### src/rtl/decode_pkg.sv
// Shared RV32I decode constants, execute operation codes and the decoded-bundle type.
package decode_pkg;

   localparam int unsigned XLEN  = 32;
   localparam int unsigned OP_W  = 5;
   localparam int unsigned REG_W = 5;

   localparam logic [6:0] OPC_OP     = 7'b0110011;
   localparam logic [6:0] OPC_OP_IMM = 7'b0010011;
   localparam logic [6:0] OPC_LOAD   = 7'b0000011;
   localparam logic [6:0] OPC_STORE  = 7'b0100011;
   localparam logic [6:0] OPC_BRANCH = 7'b1100011;
   localparam logic [6:0] OPC_LUI    = 7'b0110111;
   localparam logic [6:0] OPC_JALR   = 7'b1100111;

   localparam logic [OP_W-1:0] OPN_ADD  = 5'b00000;
   localparam logic [OP_W-1:0] OPN_SUB  = 5'b01000;
   localparam logic [OP_W-1:0] OPN_SLL  = 5'b00001;
   localparam logic [OP_W-1:0] OPN_SLT  = 5'b00010;
   localparam logic [OP_W-1:0] OPN_SLTU = 5'b00110;
   localparam logic [OP_W-1:0] OPN_XOR  = 5'b00100;
   localparam logic [OP_W-1:0] OPN_SRL  = 5'b00101;
   localparam logic [OP_W-1:0] OPN_SRA  = 5'b01101;
   localparam logic [OP_W-1:0] OPN_OR   = 5'b00011;
   localparam logic [OP_W-1:0] OPN_AND  = 5'b00111;
   localparam logic [OP_W-1:0] OPN_LUI  = 5'b11000;
   localparam logic [OP_W-1:0] OPN_JALR = 5'b11001;
   localparam logic [1:0]      OPN_BR   = 2'b10;

   typedef struct packed {
      logic [OP_W-1:0]  operation;
      logic [XLEN-1:0]  operand1;
      logic [XLEN-1:0]  operand2;
      logic [XLEN-1:0]  imm;
      logic [XLEN-1:0]  pc;
      logic [REG_W-1:0] rd;
      logic             rd_we;
      logic             illegal;
   } dec_bundle_t;

   // funct3 -> ALU code; alt is funct7[5], sub_ok only for register-register ops
   function automatic logic [OP_W-1:0] alu_op(input logic [2:0] funct3, input logic alt,
                                              input logic sub_ok);
      case (funct3)
         3'b000:  alu_op = (alt && sub_ok) ? OPN_SUB : OPN_ADD;
         3'b001:  alu_op = OPN_SLL;
         3'b010:  alu_op = OPN_SLT;
         3'b011:  alu_op = OPN_SLTU;
         3'b100:  alu_op = OPN_XOR;
         3'b101:  alu_op = alt ? OPN_SRA : OPN_SRL;
         3'b110:  alu_op = OPN_OR;
         default: alu_op = OPN_AND;
      endcase
   endfunction

endpackage

### src/rtl/imm_gen.sv
// RV32I immediate extraction (I/S/B/U formats); the opcode field is not needed here.
module imm_gen
   import decode_pkg::*;
(
   input  logic [31:7]     instr,
   output logic [XLEN-1:0] imm_i,
   output logic [XLEN-1:0] imm_s,
   output logic [XLEN-1:0] imm_b,
   output logic [XLEN-1:0] imm_u
);

   assign imm_i = {{20{instr[31]}}, instr[31:20]};
   assign imm_s = {{20{instr[31]}}, instr[31:25], instr[11:7]};
   assign imm_b = {{19{instr[31]}}, instr[31], instr[7], instr[30:25], instr[11:8], 1'b0};
   assign imm_u = {instr[31:12], 12'b0};

endmodule

### src/rtl/decode_stage.sv
// RV32I decode stage with a one-entry registered output bundle.
// Optional register busy scoreboard enabled by defining DECODE_SCOREBOARD_EN.
module decode_stage
   import decode_pkg::*;
(
   input  logic        clk,
   input  logic        rst_n,
   input  logic        in_valid,
   output logic        in_ready,
   input  logic [31:0] in_instr,
   input  logic [31:0] in_pc,
   output logic [4:0]  rs1_addr,
   output logic [4:0]  rs2_addr,
   input  logic [31:0] rs1_data,
   input  logic [31:0] rs2_data,
   input  logic        wb_valid,
   input  logic [4:0]  wb_rd,
   input  logic        flush,
   output logic        out_valid,
   input  logic        out_ready,
   output logic [4:0]  out_operation,
   output logic [31:0] out_operand1,
   output logic [31:0] out_operand2,
   output logic [31:0] out_imm,
   output logic [31:0] out_pc,
   output logic [4:0]  out_rd,
   output logic        out_rd_we,
   output logic        out_illegal
);

   logic [6:0]      opcode;
   logic [2:0]      funct3;
   logic [6:0]      funct7;
   logic [XLEN-1:0] imm_i, imm_s, imm_b, imm_u;
   dec_bundle_t     dec_c;
   logic            writes_rd_c;
   logic            hazard_c;
   logic            accept_c;
   dec_bundle_t     bundle_q, bundle_d;
   logic            valid_q, valid_d;

   assign opcode   = in_instr[6:0];
   assign funct3   = in_instr[14:12];
   assign funct7   = in_instr[31:25];
   assign rs1_addr = in_instr[19:15];
   assign rs2_addr = in_instr[24:20];

   imm_gen u_imm_gen (
      .instr (in_instr[31:7]),
      .imm_i (imm_i),
      .imm_s (imm_s),
      .imm_b (imm_b),
      .imm_u (imm_u)
   );

   // Combinational decode of the presented instruction
   always_comb begin
      dec_c          = '0;
      writes_rd_c    = 1'b0;
      dec_c.pc       = in_pc;
      dec_c.rd       = in_instr[11:7];
      dec_c.operand1 = rs1_data;
      dec_c.operand2 = rs2_data;
      dec_c.operation = OPN_ADD;
      case (opcode)
         OPC_OP: begin
            dec_c.operation = alu_op(funct3, funct7[5], 1'b1);
            writes_rd_c     = 1'b1;
         end
         OPC_OP_IMM: begin
            dec_c.operation = alu_op(funct3, funct7[5], 1'b0);
            dec_c.operand2  = imm_i;
            if (funct3 == 3'b001 || funct3 == 3'b101) begin
               dec_c.operand2 = XLEN'(in_instr[24:20]);
               dec_c.illegal  = (funct7 & 7'b1011111) != 7'b0;
            end
            dec_c.imm   = dec_c.operand2;
            writes_rd_c = 1'b1;
         end
         OPC_LOAD: begin
            dec_c.operand2 = imm_i;
            dec_c.imm      = imm_i;
            writes_rd_c    = 1'b1;
         end
         OPC_STORE: begin
            dec_c.operand2 = imm_s;
            dec_c.imm      = imm_s;
         end
         OPC_BRANCH: begin
            dec_c.operation = {OPN_BR, funct3};
            dec_c.imm       = imm_b;
            dec_c.illegal   = (funct3 == 3'b010) || (funct3 == 3'b011);
         end
         OPC_LUI: begin
            dec_c.operation = OPN_LUI;
            dec_c.operand1  = '0;
            dec_c.operand2  = imm_u;
            dec_c.imm       = imm_u;
            writes_rd_c     = 1'b1;
         end
         OPC_JALR: begin
            dec_c.operation = OPN_JALR;
            dec_c.operand2  = imm_i;
            dec_c.imm       = imm_i;
            writes_rd_c     = 1'b1;
         end
         default: dec_c.illegal = 1'b1;
      endcase
      if (dec_c.illegal) begin
         dec_c.operation = OPN_ADD;
         dec_c.rd_we     = 1'b0;
      end else begin
         dec_c.rd_we = writes_rd_c && (dec_c.rd != '0);
      end
   end

   // Flush kills both the held bundle and any simultaneous accept
   assign in_ready = (~valid_q | out_ready) & ~hazard_c & ~flush;
   assign accept_c = in_valid & in_ready;

   always_comb begin
      bundle_d = bundle_q;
      valid_d  = valid_q;
      if (flush) begin
         valid_d = 1'b0;
      end else if (accept_c) begin
         bundle_d = dec_c;
         valid_d  = 1'b1;
      end else if (out_ready) begin
         valid_d = 1'b0;
      end
   end

   always_ff @(posedge clk or negedge rst_n) begin
      if (!rst_n) begin
         bundle_q <= '0;
         valid_q  <= 1'b0;
      end else begin
         bundle_q <= bundle_d;
         valid_q  <= valid_d;
      end
   end

`ifdef DECODE_SCOREBOARD_EN
   logic [31:0] busy_q, busy_d;
   logic        rs1_used_c, rs2_used_c;
   logic        rs1_busy_c, rs2_busy_c;

   assign rs1_used_c = (opcode == OPC_OP) || (opcode == OPC_OP_IMM) || (opcode == OPC_LOAD) ||
                       (opcode == OPC_STORE) || (opcode == OPC_BRANCH) || (opcode == OPC_JALR);
   assign rs2_used_c = (opcode == OPC_OP) || (opcode == OPC_STORE) || (opcode == OPC_BRANCH);

   // The held bundle's rd is already marked busy; matching it explicitly keeps intent obvious
   assign rs1_busy_c = busy_q[rs1_addr] ||
                       (valid_q && bundle_q.rd_we && (bundle_q.rd == rs1_addr));
   assign rs2_busy_c = busy_q[rs2_addr] ||
                       (valid_q && bundle_q.rd_we && (bundle_q.rd == rs2_addr));
   assign hazard_c   = (rs1_used_c && rs1_busy_c) || (rs2_used_c && rs2_busy_c);

   // Clears first so a same-cycle set on the same register wins
   always_comb begin
      busy_d = busy_q;
      if (wb_valid) busy_d[wb_rd] = 1'b0;
      if (flush && valid_q && bundle_q.rd_we) busy_d[bundle_q.rd] = 1'b0;
      if (accept_c && dec_c.rd_we) busy_d[dec_c.rd] = 1'b1;
      busy_d[0] = 1'b0;
   end

   always_ff @(posedge clk or negedge rst_n) begin
      if (!rst_n) busy_q <= '0;
      else        busy_q <= busy_d;
   end
`else
   logic unused_wb;
   assign hazard_c  = 1'b0;
   assign unused_wb = ^{wb_valid, wb_rd};
`endif

   assign out_valid     = valid_q;
   assign out_operation = bundle_q.operation;
   assign out_operand1  = bundle_q.operand1;
   assign out_operand2  = bundle_q.operand2;
   assign out_imm       = bundle_q.imm;
   assign out_pc        = bundle_q.pc;
   assign out_rd        = bundle_q.rd;
   assign out_rd_we     = bundle_q.rd_we;
   assign out_illegal   = bundle_q.illegal;

endmodule

### config.mk
export PLATFORM = sky130hd
export DESIGN_NAME = decode_stage
export DESIGN_NICKNAME = d
export VERILOG_FILES = /design/src/rtl/decode_pkg.sv /design/src/rtl/imm_gen.sv /design/src/rtl/decode_stage.sv
export SDC_FILE = /design/constraint.sdc
export NUM_CORES = 1
export LEC_CHECK = 0
export ABC_AREA = 1
export CAP_MARGIN = 25
export CORE_ASPECT_RATIO = 2
export CORE_MARGIN = 2
export CORE_UTILIZATION = 47
export CTS_CLUSTER_DIAMETER = 30
export DETAILED_ROUTE_END_ITERATION = 7
export PLACE_DENSITY_LB_ADDON = 0.15
export RECOVER_POWER = 100
export SETUP_SLACK_MARGIN = 0.2
export SLEW_MARGIN = 20
export SYNTH_ARGS = -nofsm -noshare
export SYNTH_HDL_FRONTEND = slang
export SYNTH_SLANG_ARGS = --single-unit
export TNS_END_PERCENT = 5
### constraint.sdc
create_clock -name clk -period 2.4 [get_ports clk]
set_input_delay 0.24 -clock clk [delete_from_list [all_inputs] [get_ports clk]]
set_output_delay 0.24 -clock clk [all_outputs]
set_load 0.02 [all_outputs]
==> run metrics, run 1 <==
fmax=480 MHz; Worst slew margin=1.34%; Die Area=15800 sq um; ys flop type=dfrtp_1; antenna viol nets, final=0; wirelength, routed=22800 microns; worst-path fanout max=3; RSZ-0062 raised after global routing=false; Clock transition at path regs=0.06 ns; count leader, synth=nand2_1; I/O pin cnt=291; final setup vio count=0; YS warnings=0; final cell count without fillers=1405; crit-path cells=inv_1, nor2_1, nor2_1, dlygate4sd3_1; Post-Syn Area=6920 sq um; maximum VDD drop=566 uV; Multi-input gate area=2840 sq um; CTS tree=built; register area share after synthesis=51.0%; crit-path max cell delay=0.68 ns; Synth cell types=27; Diodes inserted=0; RR Endpoint=out_operand1[29]; initial antenna violation count=0; hold slack final=0.359 ns; max-slew violation count=0; CTS Buffer Depth=2; overall routing resource usage=29.1%; most frequent cells after synthesis=453 x nand2_1, 141 x dfrtp_1, 85 x nor2_1; status=completed; largest net degree at the start of global routing=81; HP Class=in -> reg; max_cap viols=0; Synth area leaders=dfrtp_1 51%, nand2_1 25%, nor2_1 4.6%; H-tree depth=4; Reg2Reg Setup Slack=0.62 ns; FF/Latch Area=3530 sq um; Worst Path Required=2.16 ns; clock root cell=clkbuf_16; input/output buffers=284; HPWL after detailed placement=16900 microns; GP Congestion=0.905; # DRC=0; Final period util=86.9%; Gate Count Post-Synth=934; CP Launch Type=flop; EDFF count, synth=0; Post-CTS Setup Inserts=0; cts bufs inserted=17; vias post-DR=6949; slowest CP cell=dlygate4sd3_1; placed insts=1373; first-pass GRT wire length=35800 microns; Top cell by count, worst path=nor2_1; core area=14400 sq um; Hold Startpoint=in_pc[11]; syn_area_per_cell=7.40 sq um; WHS Endpoint=out_pc[11]; Final Net Count=1340; share of the synthesized area in the top cell type=51.0%; synthesized flop and latch total=141; element type at the critical path end=output pin; Async SR Flop Fraction=100%; GR Overflow Total=0; DRT iter0 DRCs=332; Die Width=89.8 microns; clock sinks=141; number of global-route vias before repair=6918; skew final=0.00921 ns; layout cells sized above 1=6.35%; Die Ht=176 microns; wire per inst=16.2 microns; final hold violations=0; Crit Path Class=reg -> out; Pleak=5.59 nW; total power=7.25 mW; Pre-antenna DRT Iters=5; synthesis-to-layout area growth=51.5%; Skew-Pair Late Insertion Delay=0.42 ns; WP data arrival=1.85 ns; DR vias/cell=4.95; Starting Density=48.2%; Pwr Density=692 nW/um^2; reg2reg path depth=7; hold path cells=3; Critical R2R Launch=out_valid; Yosys top cell by area=dfrtp_1; worst-margin pin slew=1.48 ns; Final min period=2.09 ns; Synthesized Nets=1073; Fillers=1166; FP Rows=62
final cells by class:
| class | instances | share of cell area (%) |
|---|---|---|
| inverter | 53 | 1.90 |
| clock buffer | 17 | 4.06 |
| clock inverter | 14 | 1.86 |
| timing repair buffer | 304 | 29.1 |
| sequential | 141 | 33.7 |
| multi-input combinational | 684 | 27.1 |
| tap | 192 | 2.29 |
registers in the layout, summed over array words and instances (netlist names):
name,cells
out_imm,32
out_operand1,32
out_rd,5
out_rd_we,1
out_pc,32
out_illegal,1
out_valid,1
out_operation,5
out_operand2,32
critical path: cells and delay by family (launching register included):
kind | cells | cell delay, ns
and+or+nand+nor | 2 | 0.37
buffers and inverters | 2 | 0.72
DFF | 1 | 0.33
power breakdown:
| part | total, mW | switching [mW] | internal (mW) |
|---|---|---|---|
| sequential | 2.79 | 0.133 | 2.65 |
| clock | 2.77 | 1.03 | 1.74 |
| combinational | 1.69 | 0.933 | 0.759 |
through the flow:
stage / util (%) / area [sq um] / worst slack [ns] / setup TNS, ns
2_1_floorplan: - / 6920 / 0.700 / 0
3_3_place_gp: 69.1 / 9920 / -0.00808 / -0.0199
3_5_place_dp: 69.1 / 9920 / -0.0791 / -1.18
4_1_cts: 73.5 / 10500 / 0.322 / 0
5_1_grt: 73.0 / 10500 / 0.157 / 0
6_report: 73.0 / 10500 / 0.315 / 0
layout by cell type (no fill, tap or decap), drive strengths merged:
cell type,synthesis,routed
clkbuf,19,22
nand2,470,470
a31oi,1,1
dfrtp,141,141
clkinvlp,0,3
a21oi,5,5
clkinv,0,6
inv,53,54
dlygate4sd3,0,154
nor2,92,92
o2111ai,1,1
o21ai,35,35
clkdlybuf4s50,0,130
or2,12,12
o211ai,4,4
nand3,50,50
nand4,12,12
nor3,2,2
bufinv,0,4
buf,37,15
kinds of logic after synthesis:
| family | after synthesis | synth area share, % |
|---|---|---|
| AOI/OAI and AO/OA | 46 | 3.55 |
| buffers and inverters | 109 | 7.54 |
| DFF | 141 | 51.0 |
| and+or+nand+nor | 638 | 37.9 |
routing by layer:
| metal | up-vias | part of all wire (%) | GRT usage (%) |
|---|---|---|---|
| li1 | 3406 | - | - |
| met4 | 0 | 5.2 | 15.4 |
| met5 | - | 0 | 0 |
| met3 | 53 | 5.4 | 5.96 |
| met2 | 293 | 53 | 53.4 |
| met1 | 3197 | 36 | 31.1 |
worst max-delay path by stage:
stage,from,endpoint,depth (start not counted)
after floorplan,out_valid,out_imm[12],8
after global placement,in_instr[6],out_operand2[15],11
final,out_valid,in_ready,4
after detailed placement,in_instr[6],out_operand2[13],11
after CTS,in_instr[6],out_operand2[26],11
after global routing,in_instr[0],out_imm[24],10
repair_timing:
action,CTS,global route
hold endpoints to repair,55,0
hold buffers,1,0
gates resized for setup,0,1
endpoints found under the setup margin,0,1
(Power assumes the default switching activity.)
==> run 2: changes to the inputs <==
--- a/config.mk
+++ b/config.mk
@@ -14,7 +14,8 @@
 export DETAILED_ROUTE_END_ITERATION = 7
 export PLACE_DENSITY_LB_ADDON = 0.15
 export RECOVER_POWER = 100
-export SETUP_SLACK_MARGIN = 0.2
+export REMOVE_ABC_BUFFERS = 1
+export SETUP_SLACK_MARGIN = 0.1
 export SLEW_MARGIN = 20
 export SYNTH_ARGS = -nofsm -noshare
 export SYNTH_HDL_FRONTEND = slang
==> run metrics, run 2 (synthesis results as in run 1) <==
status=finished with violations; violated checks=capacitance limit, slew limit; fin area=10500 sq um; Die Ht=176 microns; commonest non-fill, non-tap cell in the layout=nand2_1; cts bufs inserted=17; GRT met1 Usage=31.5%; number of global-route vias before repair=7073; final core utilization=73.1%; HP Class=in -> reg; hold slack final=0.353 ns; largest net degree at the start of global routing=69; wire per inst=16.0 microns; CTS tree=built; Critical R2R Launch=out_valid; FP Rows=62; Crit Path Class=in -> reg; final setup TNS=0 ns; vias post-DR=6997; Final period util=86.9%; FF/Latch Area=3530 sq um; Pre-antenna DRT Iters=5; initial antenna violation count=0; GR Util met3=7.29%; Final Net Count=1346; Pleak=5.60 nW; H-tree depth=4; Skew-Pair Late Insertion Delay=0.42 ns; first-pass GRT wire length=36100 microns; CP Launch Type=primary input; hold path cells=3; Fillers=1160; maximum VDD drop=505 uV; most frequent cells in the layout=462 x nand2_1, 155 x dlygate4sd3_1, 141 x dfrtp_1; final hold violations=0; Clock transition at path regs=0.06 ns; final setup vio count=0; Die Width=89.8 microns; layout cells sized above 1=7.14%; RSZ-0062 raised after global routing=false; Starting Density=48.2%; Worst slew margin=-16.0%; WP data arrival=2.44 ns; reg2reg path depth=7; core area=14400 sq um; fmax=479 MHz; Diodes inserted=0; skew final=0.00726 ns; worst-margin pin slew=1.74 ns; clock root cell=clkbuf_16; max-slew violation count=68; placed insts=1379; final cell count without fillers=1411; GP Congestion=0.916; Worst Path Required=2.76 ns; WHS Endpoint=out_pc[2]; post-CTS sizing=0; I/O pin cnt=291; HPWL after detailed placement=16500 microns; Reg2Reg Setup Slack=0.37 ns; DRT iter0 DRCs=250; GR Overflow Total=0; input/output buffers=284; DR vias/cell=4.96; worst-path fanout max=10; placed cell areas=9940 sq um; RR Endpoint=out_operand1[13]; max_cap viols=1; global routing's busiest layer=met2; Die Area=15800 sq um; synthesis-to-layout area growth=51.6%; Final min period=2.09 ns; # DRC=0; Multi-input gate area=2840 sq um; wirelength, routed=22600 microns; antenna viol nets, final=0; clock sinks=141; overall routing resource usage=29.2%; Pwr Density=683 nW/um^2; Hold Startpoint=in_pc[2]; met2 usage=51.6%; element type at the critical path end=flop; CTS Buffer Depth=2
==> run 2: cell count changes in the layout (fill, tap and decap cells not counted), moves of 2 or more <==
cell,previous run,this run
nand2_2,4,6
nor2_1,87,85
o21ai_0,32,34
clkbuf_2,2,4
nor2_2,3,5
o21ai_1,3,1
buf_4,9,14
==> run 2: worst max-delay path by stage <==
| stage | slack, ns | start | cells past startpoint | endpoint |
|---|---|---|---|---|
| floorplan | -2.53 | out_valid | 5 | out_operation[4] |
| global placement | 0.26 | in_instr[6] | 12 | out_operand2[12] |
| global route | 0.15 | in_instr[6] | 11 | out_operand2[1] |
| finish | 0.31 | in_instr[6] | 11 | out_operand2[6] |
| detailed placement | 0.24 | in_instr[6] | 12 | out_operand2[22] |
| CTS | 0.34 | out_valid | 4 | in_ready |
==> run 2: critical path, cell delays in order <==
cell and delay, ns:
dlygate4sd3_1 0.65, inv_2 0.16, nand3_1 0.14, nor2_1 0.36, clkbuf_1 0.44, nand2_1 0.11, nand2_1 0.09, inv_1 0.05
nand3_1 0.07, nor2_1 0.05, nor2_1 0.08
==> run 2: cell type report <==
class / count / share of cell area (%)
tap: 192 / 2.29
timing repair buffer: 310 / 29.4
sequential: 141 / 33.6
clock inverter: 14 / 1.62
clock buffer: 17 / 4.06
multi-input combinational: 684 / 27.1
inverter: 53 / 1.90
==> run 2: per-stage QoR <==
| stage | power, mW | setup WS, ns |
|---|---|---|
| floorplan | 3.58 | -2.53 |
| global placement | 4.61 | 0.258 |
| detailed placement | 4.65 | 0.238 |
| CTS | 7.34 | 0.343 |
| global route | 7.45 | 0.152 |
| finish | 7.16 | 0.314 |
==> run 2: power breakdown <==
group / internal (mW) / total (mW) / switching, mW / leakage [nW]
combinational: 0.760 / 1.70 / 0.939 / 3.52
sequential: 2.65 / 2.78 / 0.129 / 1.79
clock: 1.63 / 2.68 / 1.05 / 0.281
==> run 2: routing by layer <==
layer  up-vias  wire, microns  share of wire [%]
li1       3414              -                  -
met1      3234           8110                 36
met2       280          11900                 53
met3        69           1320                5.9
met4         0           1270                5.6
met5         -              0                  0
==> run 2: repair_timing <==
item,CTS,global route
setup buffers,0,0
hold buffers,1,0
hold endpoints to repair,65,0
